===== src/rtl/mem_port_arbiter.sv =====
// Single-port memory sequencer shared by the IF and MEM pipeline stages.
// Optional round-robin arbitration when compiled with MEM_ARB_RR_EN.
module mem_port_arbiter #(
  parameter int AW  = 64,
  parameter int DW  = 64,
  parameter int LAT = 2
) (
  input  logic          clk,
  input  logic          reset_n,
  input  logic          if_req,
  input  logic [AW-1:0] if_addr,
  output logic [DW-1:0] if_rdata,
  output logic          if_valid,
  output logic          if_stall,
  input  logic          dm_re,
  input  logic          dm_we,
  input  logic [AW-1:0] dm_addr,
  input  logic [DW-1:0] dm_wdata,
  output logic [DW-1:0] dm_rdata,
  output logic          dm_valid,
  output logic          dm_stall,
  output logic          mem_en,
  output logic          mem_we,
  output logic [AW-1:0] mem_addr,
  output logic [DW-1:0] mem_wdata,
  input  logic [DW-1:0] mem_rdata
);

  typedef enum logic [1:0] {IDLE, ISSUE, WAIT, RESP} state_t;

  localparam logic [3:0] CNT_INIT = 4'(LAT - 1);

  state_t        state, state_d;
  logic [3:0]    cnt, cnt_d;
  logic          gnt_dm, gnt_dm_d;
  logic          wr, wr_d;
  logic          mem_en_d, mem_we_d, if_valid_d, dm_valid_d;
  logic [AW-1:0] addr_d;
  logic [DW-1:0] wdata_d, if_rdata_d, dm_rdata_d;
  logic          dm_pend, pick_dm;

  assign dm_pend  = dm_re | dm_we;
  assign if_stall = if_req & ~if_valid;
  assign dm_stall = dm_pend & ~dm_valid;

`ifdef MEM_ARB_RR_EN
  logic last_dm, last_dm_d;
  // On a tie the port not granted last time wins.
  assign pick_dm = dm_pend & (~if_req | ~last_dm);
`else
  assign pick_dm = dm_pend;
`endif

  always_ff @(posedge clk) begin
    if (!reset_n) begin
      state     <= IDLE;
      cnt       <= '0;
      gnt_dm    <= 1'b0;
      wr        <= 1'b0;
      mem_en    <= 1'b0;
      mem_we    <= 1'b0;
      if_valid  <= 1'b0;
      dm_valid  <= 1'b0;
      mem_addr  <= '0;
      mem_wdata <= '0;
      if_rdata  <= '0;
      dm_rdata  <= '0;
`ifdef MEM_ARB_RR_EN
      last_dm   <= 1'b0;
`endif
    end else begin
      state     <= state_d;
      cnt       <= cnt_d;
      gnt_dm    <= gnt_dm_d;
      wr        <= wr_d;
      mem_en    <= mem_en_d;
      mem_we    <= mem_we_d;
      if_valid  <= if_valid_d;
      dm_valid  <= dm_valid_d;
      mem_addr  <= addr_d;
      mem_wdata <= wdata_d;
      if_rdata  <= if_rdata_d;
      dm_rdata  <= dm_rdata_d;
`ifdef MEM_ARB_RR_EN
      last_dm   <= last_dm_d;
`endif
    end
  end

  always_comb begin
    state_d    = state;
    cnt_d      = cnt;
    gnt_dm_d   = gnt_dm;
    wr_d       = wr;
    mem_en_d   = 1'b0;
    mem_we_d   = 1'b0;
    if_valid_d = 1'b0;
    dm_valid_d = 1'b0;
    addr_d     = mem_addr;
    wdata_d    = mem_wdata;
    if_rdata_d = if_rdata;
    dm_rdata_d = dm_rdata;
`ifdef MEM_ARB_RR_EN
    last_dm_d  = last_dm;
`endif
    unique case (state)
      IDLE: begin
        if (dm_pend | if_req) begin
          gnt_dm_d = pick_dm;
          wr_d     = pick_dm & dm_we;
          addr_d   = pick_dm ? dm_addr : if_addr;
          wdata_d  = pick_dm ? dm_wdata : '0;
          mem_en_d = 1'b1;
          mem_we_d = pick_dm & dm_we;
          state_d  = ISSUE;
`ifdef MEM_ARB_RR_EN
          last_dm_d = pick_dm;
`endif
        end
      end
      ISSUE: begin
        // Data is valid LAT cycles after the strobe, so WAIT always runs
        // LAT cycles, even for LAT=1.
        cnt_d   = CNT_INIT;
        state_d = WAIT;
      end
      WAIT: begin
        if (cnt == '0) begin
          if (!wr) begin
            if (gnt_dm) dm_rdata_d = mem_rdata;
            else        if_rdata_d = mem_rdata;
          end
          dm_valid_d = gnt_dm;
          if_valid_d = ~gnt_dm;
          state_d    = RESP;
        end else begin
          cnt_d = cnt - 4'd1;
        end
      end
      RESP:    state_d = IDLE;
      default: state_d = IDLE;
    endcase
  end

endmodule


===== config.mk =====
export PLATFORM = sky130hd
export DESIGN_NAME = mem_port_arbiter
export DESIGN_NICKNAME = d
export VERILOG_FILES = /design/src/rtl/mem_port_arbiter.sv
export SDC_FILE = /design/constraint.sdc
export NUM_CORES = 1
export LEC_CHECK = 0
export ABC_AREA = 1
export CORE_AREA = 2 2 201 203
export DETAILED_ROUTE_END_ITERATION = 16
export DIE_AREA = 0 0 203 205
export GPL_TIMING_DRIVEN = 0
export MAX_ROUTING_LAYER = met4
export PLACE_DENSITY = 0.67
export RECOVER_POWER = 100
export SYNTH_ARGS = -nofsm -noshare
export SYNTH_HDL_FRONTEND = slang
export SYNTH_SLANG_ARGS = --single-unit

===== constraint.sdc =====
create_clock -name clk -period 3.7 [get_ports clk]
set_input_delay 0.74 -clock clk [delete_from_list [all_inputs] [get_ports clk]]
set_output_delay 0.74 -clock clk [all_outputs]
set_load 0.01 [all_outputs]

== Word level (Yosys, flattened, before mapping) ==
Cells that the tools add are included.
Word-level totals
  word-level logic and storage cells: 47
  flip-flop bits (word level): 268
  output and inout port bits: 262
Operators by class
  $add $sub $neg: 1
  equality and inequality tests: 6
  muxes and demuxes: 8
  bitwise operators: 9
  reductions and logical operators: 11
Operators with widths (number)
  2-to-1 mux 64 bit: 2
  one-hot mux 2 bit (4 select lines): 1
  one-hot mux 4 bit (2 select lines): 1
  AND reduction 2 bit: 4
  AND reduction 4 bit: 2
  inequality test 2 bit, second input constant: 3
  AND reduction 3 bit: 2
  == test 2 bit, second input constant: 2
  logical NOT 4 bit: 1
  2-to-1 mux 2 bit: 2
  2-to-1 mux 4 bit: 1
  NOT 1 bit: 4
  subtractor 4 x 1 -> 4 bit, second input constant: 1
  bitwise AND 1 bit: 3
  == test 2 x 1 -> 1 bit, second input constant: 1
  logical NOT 2 bit: 1
  bitwise OR 1 bit: 2
  nonzero test 2 bit: 1
  2-to-1 mux 1 bit: 1

== Longest topological paths before layout ==
  word-level depth: 4
  depth in mapped cells: 10
  mapped depth without buffers: 7

== Least setup slack after synthesis ==
Ideal clock, no wire load.
  path kind: input to output
  from: input dm_re
  to: output dm_stall
  buffers on the path: 1
  arrival time: 1.259 ns
  path slack: 1.701 ns
  data required time: 2.960 ns
  stages on the path: 3
  cells stage by stage: nor2_4 > buf_1 > nor2_1
Between the ends
  word-level cells in the longest chain between the ends: 2
Ends and longest elaborated chain
  start: declaration: RTL line 15  | input logic dm_re,
  bitwise OR 1 bit: RTL line 42  | assign dm_pend = dm_re | dm_we;
  bitwise AND 1 bit: RTL line 44  | assign dm_stall = dm_pend & ~dm_valid;
  end: declaration: RTL line 21  | output logic dm_stall,
Every way passes these cells.

== Final worst setup path ==
  from: input dm_we
  to: output dm_stall
Between the ends
  word-level cells in the longest chain between the ends: 2
Ends and longest elaborated chain
  start: declaration: RTL line 16  | input logic dm_we,
  bitwise OR 1 bit: RTL line 42
  bitwise AND 1 bit: RTL line 44
Every way passes these cells.

==> results.md <==
- Syn Nets: between 1500 and 2000
- Worst skew pair latency: 0.57 ns
- Placed Cells: between 2000 and 3000
- Syn_area_per_cell: 6.988 sq um
- Clock Skew: between 0.015 and 0.02 ns
- Clock-pin slew on the worst setup and hold paths: 0.06 ns
- Distinct cells, synth: 23
- CP Data Required Time: about 3 ns
- Multi-input gate area: between 4000 and 5000 sq um
- Crit start category: input port
- Worst Path Max Fanout: 10
- Via density: 4.409
- Largest net degree at the start of global routing: 16
- F_max: ~290 MHz
- Clock Tree Root: clkbuf_16
- Final Cycle Share: 93.95%
- CTS buffer count: 30
- Post-DP HPWL: about 34 mm
- ANT nets after route: 0
- Minimum clock period: approximately 3.5 ns
- GR Util All Layers: between 20% and 30%
- Final GP Congestion: 0.9568
- Fillers: 3963
- CP peak stage delay: slightly above 0.6 ns
- Fin nets: 2351
- # setup viols final: 0
- IO buf count: about 520
- First-pass GRT wire length: roughly 63 mm
- Max-cap viol count: 0
- Max_slew headroom: around a third
- Hold wc startpoint: mem_wdata[33]
- Initial Util: a little over a quarter
- IO Pins: around 520
- Pleak: 8.017 nW
- RSZ-0062 raised after global routing: no
- Setup WS pre-CTS: 0.2857 ns
- Final Power: 10.80 mW
- DRT iter0 DRCs: a little over 400
- Peak supply drop: ~0.37 mV
- Arrival time worst endpoint: between 2 and 3 ns
- Endpoints failing hold: 0
- FF+latch area: ~5400 sq um
- Worst path cell trace: dlygate4sd3_1 > nor2_4 > clkbuf_1 > nor2_1 > clkdlybuf4s50_1
- CTS sink cnt: roughly 270
- Setup bufs post-CTS: 0
- Fraction of layout cells with a size suffix above 1: 4.183%
- Critical path launch point: dm_we
- Die Span Y: 205 um
- Die width: ~200 um
- Post-place instance area: roughly 17000 sq um
- Initial DRT Pass Iterations: 5
- Synthesis-to-layout area growth: 63.65%
- Synthesized area: roughly 11000 sq um
- Yosys reg bits: between 200 and 300
- Power per standard cell area: ~620 nW/um^2
- Die area: ~42000 sq um
- Post-CTS resize count: 0
- Maximum buffer depth of the clock tree: 3
- Final WS setup: between 0.2 and 0.25 ns
- Pins over their slew limit: 0
- Final Non-Filler Cells: between 2000 and 3000
- R2R Path Start: state[0]
- # DRC: 0
- Synth warn: 0
- CP max-delay cell: dlygate4sd3_1
- Vias in the first global route: about 11000
- Status: completed
- Worst setup EP type: output pin
- H-tree level count: 1
- WS Path Type: in -> out
- Sequential area share after synthesis: around half
- Antenna violations before repair: 2
- Final instance area: around 18000 sq um
- DRT Wirelength: 42.20 mm
- Via count: 11600
- Drt wl/cell: about 16 um
- Cell Rows: 73
- Grt ovf: 0
- Post-route setup TNS: 0 ns
- Hold Path Class: reg -> reg
- Worst Tran Pin Value: approximately 1.0 ns
- Hold bufs inserted after CTS: 0
- Core area: 39370 sq um
- Post-Synthesis Cells: ~1500
- TritonCTS clock tree: built
per-stage QoR:
step / util [%] / hold WS, ns
floorplan: - / 0.4255
global placement: 42.12 / 0.4450
detailed placement: 42.12 / 0.4500
CTS: 44.66 / 0.4592
global route: 44.48 / 0.4719
finish: 44.48 / 0.4530
final timing paths:
| check | endpoint | slack [ns] | depth (start not counted) |
|---|---|---|---|
| worst max-delay path | dm_stall | 0.22 | 5 |
| worst min-delay path | mem_wdata[33] | 0.45 | 2 |
| worst max register to register | dm_rdata[39] | 0.71 | 8 |
| worst min register to register | mem_wdata[33] | 0.45 | 2 |
cell usage in the layout, fill, tap and decap left out, drive strengths merged:
cell	n
o21ai	65
nand3	5
or2	3
diode	2
a21oi	135
nor2	205
clkinvlp	2
bufinv	3
ha	5
buf	41
inv	79
clkinv	1
clkdlybuf4s50	259
nor3	67
dlygate4sd3	263
clkbuf	107
nand4	2
nand2	594
dfxtp	268
cells by family (layout without fill, tap and decap cells):
| kind of cell | Yosys count | after routing | share of synthesized area [%] |
|---|---|---|---|
| buffers and inverters | 182 | 755 | 7.905 |
| flip-flops | 268 | 268 | 50.15 |
| adder cells (fa/ha/maj) | 5 | 5 | 0.5847 |
| AND/OR/NAND/NOR | 876 | 876 | 32.01 |
| other | 0 | 2 | 0 |
| AO/OA/AOI/OAI | 200 | 200 | 9.356 |
layer usage:
| layer | part of all wire, % | track usage [%] | vias up |
|---|---|---|---|
| li1 | - | - | 5863 |
| met4 | 4.5 | 9.046 | 0 |
| met5 | 0 | - | - |
| met2 | 49 | 35.08 | 482 |
| met1 | 38 | 21.35 | 5160 |
| met3 | 8.6 | 5.488 | 95 |
layout make-up:
cell class                 count  share of cell area, %
sequential                   268                  30.64
timing repair buffer         522                  29.84
multi-input combinational   1081                  25.56
clock buffer                  45                  5.009
tap                          525                  3.752
buffer                       103                  2.780
inverter                      79                  1.694
clock inverter                 6                 0.6932
antenna                        2                0.02858
registers in the layout, summed over array words and instances (netlist names):
register / cells
mem_en: 1
wr: 1
if_rdata: 64
mem_addr: 64
state: 2
dm_rdata: 64
mem_we: 1
cnt: 4
gnt_dm: 1
dm_valid: 1
mem_wdata: 64
if_valid: 1
Yosys cell counts, drive strengths merged:
| cell type | n | area, sq um |
|---|---|---|
| clkbuf | 39 | 146.4 |
| dfxtp | 268 | 5365 |
| nand4 | 2 | 12.51 |
| nor3 | 67 | 346.6 |
| buf | 64 | 402.9 |
| o21ai | 65 | 325.3 |
| nand3 | 5 | 30.03 |
| or2 | 3 | 18.77 |
| ha | 5 | 62.56 |
| nor2 | 205 | 787.0 |
| nand2 | 594 | 2230 |
| inv | 79 | 296.5 |
| a21oi | 135 | 675.7 |
where the power goes:
part           internal, mW  switching, mW  total [mW]
registers              3.49          0.301        3.79
clock network          1.83           1.20        3.03
logic                  1.68           2.30        3.98
critical path, delay by kind of cell:
family                 cells  cell delay, ns
buffers and inverters      3            1.71
AND/OR/NAND/NOR            2            0.28
Note: power is estimated with default switching activity, not from simulation.
